===== src/rtl/seq_binary_to_bcd_pkg.sv =====
// rtl/seq_binary_to_bcd_pkg.sv - shared state type and sizing helper for the binary-to-BCD converter
package bcd_pkg;

   typedef enum logic [1:0] {
      IDLE,
      SHIFT,
      DONE
   } bcd_state_e;

   // Decimal digits needed to hold any width-bit unsigned value: ceil(width * log10(2)).
   // log10(2) is approximated as 0.30103 in fixed point.
   function automatic int min_digits(input int width);
      return (width * 30103 + 99999) / 100000;
   endfunction

endpackage


===== src/rtl/seq_binary_to_bcd_if.sv =====
// rtl/seq_binary_to_bcd_if.sv - operand/result handshake bundle for the binary-to-BCD converter
interface seq_binary_to_bcd_if #(
   parameter int BIN_WIDTH = 8,
   parameter int DIGITS    = 3
);
   logic                    in_valid;
   logic                    in_ready;
   logic [BIN_WIDTH-1:0]    binary_in;
   logic                    out_valid;
   logic                    out_ready;
   logic [4*DIGITS-1:0]     bcd_out;
   logic                    overflow;

   // Producer/consumer side
   modport master (
      output in_valid, binary_in, out_ready,
      input  in_ready, out_valid, bcd_out, overflow
   );

   // Converter side
   modport slave (
      input  in_valid, binary_in, out_ready,
      output in_ready, out_valid, bcd_out, overflow
   );
endinterface


===== src/rtl/seq_binary_to_bcd_digit_adjust.sv =====
// rtl/seq_binary_to_bcd_digit_adjust.sv - double-dabble add-3 correction for one BCD digit
module bcd_digit_adjust (
   input  logic [3:0] digit,
   output logic [3:0] adjusted
);
   // A digit of 5..9 becomes 8..12 so the following left shift carries correctly into the next digit
   assign adjusted = (digit >= 4'd5) ? digit + 4'd3 : digit;
endmodule


===== src/rtl/seq_binary_to_bcd.sv =====
// rtl/seq_binary_to_bcd.sv - iterative double-dabble binary-to-BCD converter, one operand bit per clock
module seq_binary_to_bcd
   import bcd_pkg::*;
#(
   parameter int BIN_WIDTH = 8,
   parameter int DIGITS    = 3
) (
   input  logic                clk,
   input  logic                rst_n,
   seq_binary_to_bcd_if.slave  bus
);

   localparam int CNT_W = $clog2(BIN_WIDTH + 1);
   localparam int BCD_W = 4 * DIGITS;
   // With enough digits the top digit can never shift out a one, so the sticky flag is tied off.
   localparam bit CAN_OVERFLOW = (DIGITS < min_digits(BIN_WIDTH));

   bcd_state_e            state;
   logic [BIN_WIDTH-1:0]  shift_q;
   logic [BCD_W-1:0]      bcd_q;
   logic [BCD_W-1:0]      bcd_adj;
   logic                  overflow_q;
   logic [CNT_W-1:0]      cnt_q;
   logic                  in_ready_q;
   logic                  out_valid_q;

   // One add-3 correction cell per digit of the accumulator
   for (genvar g = 0; g < DIGITS; g++) begin : g_adj
      bcd_digit_adjust u_adj (
         .digit    (bcd_q[4*g +: 4]),
         .adjusted (bcd_adj[4*g +: 4])
      );
   end

   // Converter FSM: accept in IDLE, shift BIN_WIDTH times, hold the result in DONE until taken
   always_ff @(posedge clk) begin
      if (!rst_n) begin
         state       <= IDLE;
         shift_q     <= '0;
         bcd_q       <= '0;
         overflow_q  <= 1'b0;
         cnt_q       <= '0;
         in_ready_q  <= 1'b1;
         out_valid_q <= 1'b0;
      end else begin
         case (state)
            IDLE: begin
               if (bus.in_valid) begin
                  shift_q    <= bus.binary_in;
                  bcd_q      <= '0;
                  overflow_q <= 1'b0;
                  cnt_q      <= CNT_W'(BIN_WIDTH);
                  in_ready_q <= 1'b0;
                  state      <= SHIFT;
               end
            end
            SHIFT: begin
               bcd_q      <= {bcd_adj[BCD_W-2:0], shift_q[BIN_WIDTH-1]};
               shift_q    <= shift_q << 1;
               overflow_q <= overflow_q | (CAN_OVERFLOW & bcd_adj[BCD_W-1]);
               cnt_q      <= cnt_q - CNT_W'(1);
               if (cnt_q == CNT_W'(1)) begin
                  out_valid_q <= 1'b1;
                  state       <= DONE;
               end
            end
            DONE: begin
               if (bus.out_ready) begin
                  out_valid_q <= 1'b0;
                  in_ready_q  <= 1'b1;
                  state       <= IDLE;
               end
            end
            default: begin
               out_valid_q <= 1'b0;
               in_ready_q  <= 1'b1;
               state       <= IDLE;
            end
         endcase
      end
   end

   assign bus.in_ready  = in_ready_q;
   assign bus.out_valid = out_valid_q;
   assign bus.bcd_out   = bcd_q;
   assign bus.overflow  = overflow_q;

endmodule


===== src/flat_wrapper.sv =====
// flat-port wrapper written by rule: the top's interface ports become plain ports
module seq_binary_to_bcd_flat import bcd_pkg::*;
#(
   parameter int BIN_WIDTH = 8,
   parameter int DIGITS    = 3
)
  (clk, rst_n, bus_in_valid, bus_binary_in, bus_out_ready, bus_in_ready, bus_out_valid, bus_bcd_out, bus_overflow);
  seq_binary_to_bcd_if #(.BIN_WIDTH(BIN_WIDTH), .DIGITS(DIGITS)) bus_i ();
  input  logic clk;
  input  logic rst_n;
  input wire logic [$bits(bus_i.in_valid)-1:0] bus_in_valid;
  input wire logic [$bits(bus_i.binary_in)-1:0] bus_binary_in;
  input wire logic [$bits(bus_i.out_ready)-1:0] bus_out_ready;
  output wire logic [$bits(bus_i.in_ready)-1:0] bus_in_ready;
  output wire logic [$bits(bus_i.out_valid)-1:0] bus_out_valid;
  output wire logic [$bits(bus_i.bcd_out)-1:0] bus_bcd_out;
  output wire logic [$bits(bus_i.overflow)-1:0] bus_overflow;
  assign bus_i.in_valid = bus_in_valid;
  assign bus_i.binary_in = bus_binary_in;
  assign bus_i.out_ready = bus_out_ready;
  assign bus_in_ready = bus_i.in_ready;
  assign bus_out_valid = bus_i.out_valid;
  assign bus_bcd_out = bus_i.bcd_out;
  assign bus_overflow = bus_i.overflow;
  seq_binary_to_bcd #(.BIN_WIDTH(BIN_WIDTH), .DIGITS(DIGITS)) u_core (.clk(clk), .rst_n(rst_n), .bus(bus_i));
endmodule

===== config.mk =====
export PLATFORM = sky130hd
export DESIGN_NAME = seq_binary_to_bcd_flat
export DESIGN_NICKNAME = d
export VERILOG_FILES = /design/src/rtl/seq_binary_to_bcd_pkg.sv /design/src/rtl/seq_binary_to_bcd_if.sv /design/src/rtl/seq_binary_to_bcd_digit_adjust.sv /design/src/rtl/seq_binary_to_bcd.sv /design/src/flat_wrapper.sv
export SDC_FILE = /design/constraint.sdc
export NUM_CORES = 1
export LEC_CHECK = 0
export CAP_MARGIN = 15
export CORE_ASPECT_RATIO = 0.9
export CORE_UTILIZATION = 45
export CTS_CLUSTER_DIAMETER = 40
export CTS_CLUSTER_SIZE = 25
export DETAILED_ROUTE_END_ITERATION = 8
export GPL_TIMING_DRIVEN = 0
export HOLD_SLACK_MARGIN = 0.03
export PLACE_DENSITY = 0.77
export SLEW_MARGIN = 20
export SYNTH_ARGS = -nofsm -noshare
export SYNTH_HDL_FRONTEND = slang
export SYNTH_SLANG_ARGS = --single-unit

===== constraint.sdc =====
create_clock -name clk -period 4.93 [get_ports clk]
set_clock_uncertainty 0.2 [all_clocks]
set_input_delay 1.479 -clock clk [delete_from_list [all_inputs] [get_ports clk]]
set_output_delay 1.479 -clock clk [all_outputs]
set_load 0.02 [all_outputs]

==> impl_metrics.toml <==
[run_status]
status = "complete, no violations"

[floorplanning]
die_h_um = 56.18
row_count = 19
core-area_mm2 = 0.003090
dieWidth_um = 62.20
start_util_pct = 47.49
die-area_mm2 = 0.003494
num_io_pins = 27

[clocking]
htreeDepth = 1
cts_resized = 0
clkTransAtPathRegs_ps = 140
cts_tree = "yes"
cts_setup_buffers = 0
ctsHoldBuffers = 0
numCtsBuffers = 3
clock_path_buffers = 2
clk_latency_ps = 330
clock_sinks = 28
root_buffer = "clkbuf_4"

[power]
powerDensity_mw_per_mm2 = 232.3
power.total_uw = 416.6
ir_drop_uv = 96.38
p_leak_nw = 0.6699

[route]
dr_wl_met3_um = 53
wl_met1_um = 1500
drt_pass1_iterations = 4
avgViaCountPerCell = 5.055
drt_iter0_drc = 20
ant_nets = 0
maxUsedRoutingLayer = "met4"
drc = 0
routed_wl_um = 2789
vias = 1279
wire_per_inst_um = 11.02
met2WireLength_um = 1193

[logic_synthesis]
synthArstFlopShare_pct = 0
yosysSeqAreaShare_pct = 38.19
synth.distinct_cells = 34
syn-instance-count = 183
synth_edf_count = 0
synth_seq_cells = 28
ys_warn_count = 0
synthesis.area_mm2 = 0.001468
syn_nets = 203
yosys.area.top_type = "dfxtp_1"
avgSynthCellArea_um2 = 8.020
synth_area_leaders = "dfxtp_1 (38%), nor2_1 (7.9%), ha_1 (6.8%)"
ys.flop_type = "dfxtp_1"
synth_top_area_share_pct = 38.19

[critical_path]
path_max_fanout = 6
r2r-start = "u_core.bus.bcd_out[1]$_SDFFE_PN0P_"
cp-start-kind = "register"
reg2reg_slack_ps = 3230
crit_chain = "clkdlybuf4s50_1"
critPathTopFamily = "buffers and inverters"
critPathSlowestCell = "clkdlybuf4s50_1"
worst-r2r-cell-count = 6
cp.required_ps = 3250
crit_type = "register to primary output"
max_stage_delay_ps = 640
cp-end-kind = "primary output"
worstPathArrival_ps = 1410
cp_num_buf_inv = 1
reg2reg_to = "u_core.bus.bcd_out[2]$_SDFFE_PN0P_"

[cells_and_area]
layout-drive-gt1-share_pct = 7.583
insertedDiodeCount = 0
final_net_count = 233
n_fill_cell = 298
area_growth_pct = 22.17
final_core_util_pct = 58.02

[timing]
max_freq_mhz = 324.1
finalCriticalPeriod_ps = 3085
setup_ws_ps = 1845
rsz0062_at_grt = "no"
worst_hold_slack_ps = 269.2
hold_viol = 0
slew_viol_final = 0
finalSetupViolCount = 0
setup_tns_ps = 0
min_period_over_period_pct = 62.58

[placement]
place_congestion = 0.7389
pre_cts_ws_ps = 1831
port_buffers = 25
dp_hpwl_um = 2022

[worst_hold_path]
hp-start = "u_core.bus.bcd_out[9]$_SDFFE_PN0P_"
hold_end = "u_core.bus.bcd_out[9]$_SDFFE_PN0P_"
min_path_cells = 2
hp-class = "register to register"

[global_route]
grt_max_degree = 15
grt_pass1_wl_um = 4636
grt_pass1_vias = 1094
antenna_found_initial = 0
track_usage_pct = 16.25
overflow = 0

[flow_run]
drv_cap = 0
==> worst max path at each step <==
stage                                                   from                            endpoint  slack, ps  depth (start not counted)
after floorplan                                 bus_in_valid  u_core.bus.bcd_out[2]$_SDFFE_PN0P_       2570                          4
after global placement                          bus_in_valid  u_core.bus.bcd_out[6]$_SDFFE_PN0P_       1820                          5
after detailed placement                        bus_in_valid  u_core.bus.bcd_out[6]$_SDFFE_PN0P_       1830                          5
after CTS                 u_core.bus.bcd_out[2]$_SDFFE_PN0P_                      bus_bcd_out[2]       1840                          1
after global routing      u_core.bus.bcd_out[6]$_SDFFE_PN0P_                      bus_bcd_out[6]       1780                          1
final                     u_core.bus.bcd_out[2]$_SDFFE_PN0P_                      bus_bcd_out[2]       1840                          1
==> placed cells by master (no fill, tap or decap), types with 4 or more instances in the layout <==
master	count
nand2b_1	6
dfxtp_1	28
a21oi_1	16
nor2b_1	5
o21ai_0	5
nor3_1	4
a21boi_1	4
nand2_1	11
nand3_1	4
clkdlybuf4s50_1	25
nor2_1	31
ha_1	8
o221ai_1	7
o21ai_1	8
inv_1	11
buf_2	4
==> cell families (layout without fill, tap and decap cells) <==
kind of cell               after synthesis  in the layout  synth area share [%]
other                                    1              1                0.2555
and+or+nand+nor                         69             69                 22.25
AOI/OAI and AO/OA                       49             49                 21.48
xor gates and xnor gates                 5              5                 2.984
adders and majority gates                8              8                 6.820
DFF                                     28             28                 38.19
buffers and inverters                   21             49                 6.479
muxes                                    2              2                 1.534
==> routing by layer <==
metal	vias up	GRT usage, %
li1	677	-
met1	584	21.44
met2	14	26.37
met3	4	3.074
met4	0	5.980
met5	-	0
==> per-stage QoR <==
step	instance area, um2	std cells
after floorplan	1468	183
after global placement	1770	250
after detailed placement	1770	250
after CTS	1793	253
after global routing	1793	253
final	1793	253
==> report_power, final <==
part	total, mW	internal (mW)	switching (mW)
logic	0.0740	0.0363	0.0377
clock network	0.0934	0.0287	0.0647
registers	0.249	0.238	0.0107
==> worst reg2reg max path, stage by stage, from the launching register on <==
cell	delay, ps
dfxtp_1	410
inv_1	90
ha_1	170
nand2b_1	130
a21oi_1	300
a21oi_1	110
a22o_1	200
==> cell type report <==
| type | count | area (um2) | area share, % |
|---|---|---|---|
| buffer | 9 | 50.05 | 2.791 |
| clock buffer | 3 | 22.52 | 1.256 |
| inverter | 12 | 45.04 | 2.512 |
| multi-input combinational | 134 | 812.0 | 45.29 |
| sequential | 28 | 560.5 | 31.26 |
| tap | 42 | 52.55 | 2.931 |
| timing repair buffer | 25 | 250.2 | 13.96 |
==> state kept, by name, summed over array words and instances, names as in the netlist <==
name                  cells
u_core.bus.bcd_out       12
u_core.shift_q            8
u_core.cnt_q              4
u_core.state              2
u_core.bus.in_ready       1
u_core.bus.out_valid      1
==> cells in the mapped netlist (all sizes together), types with 2 or more instances <==
master and count:
buf 6, a21oi 16, nand2 12, nand3 4
xnor2 3, o31ai 2, ha 8, nor3 4
a21boi 4, nand2b 6, o221ai 7, xor2 2
a22oi 2, clkbuf 3, mux2 2, nor2 31
o21ai 13, and2 4, inv 12, a22o 2
o22ai 2, nor2b 5, dfxtp 28
(Power assumes the default switching activity.)
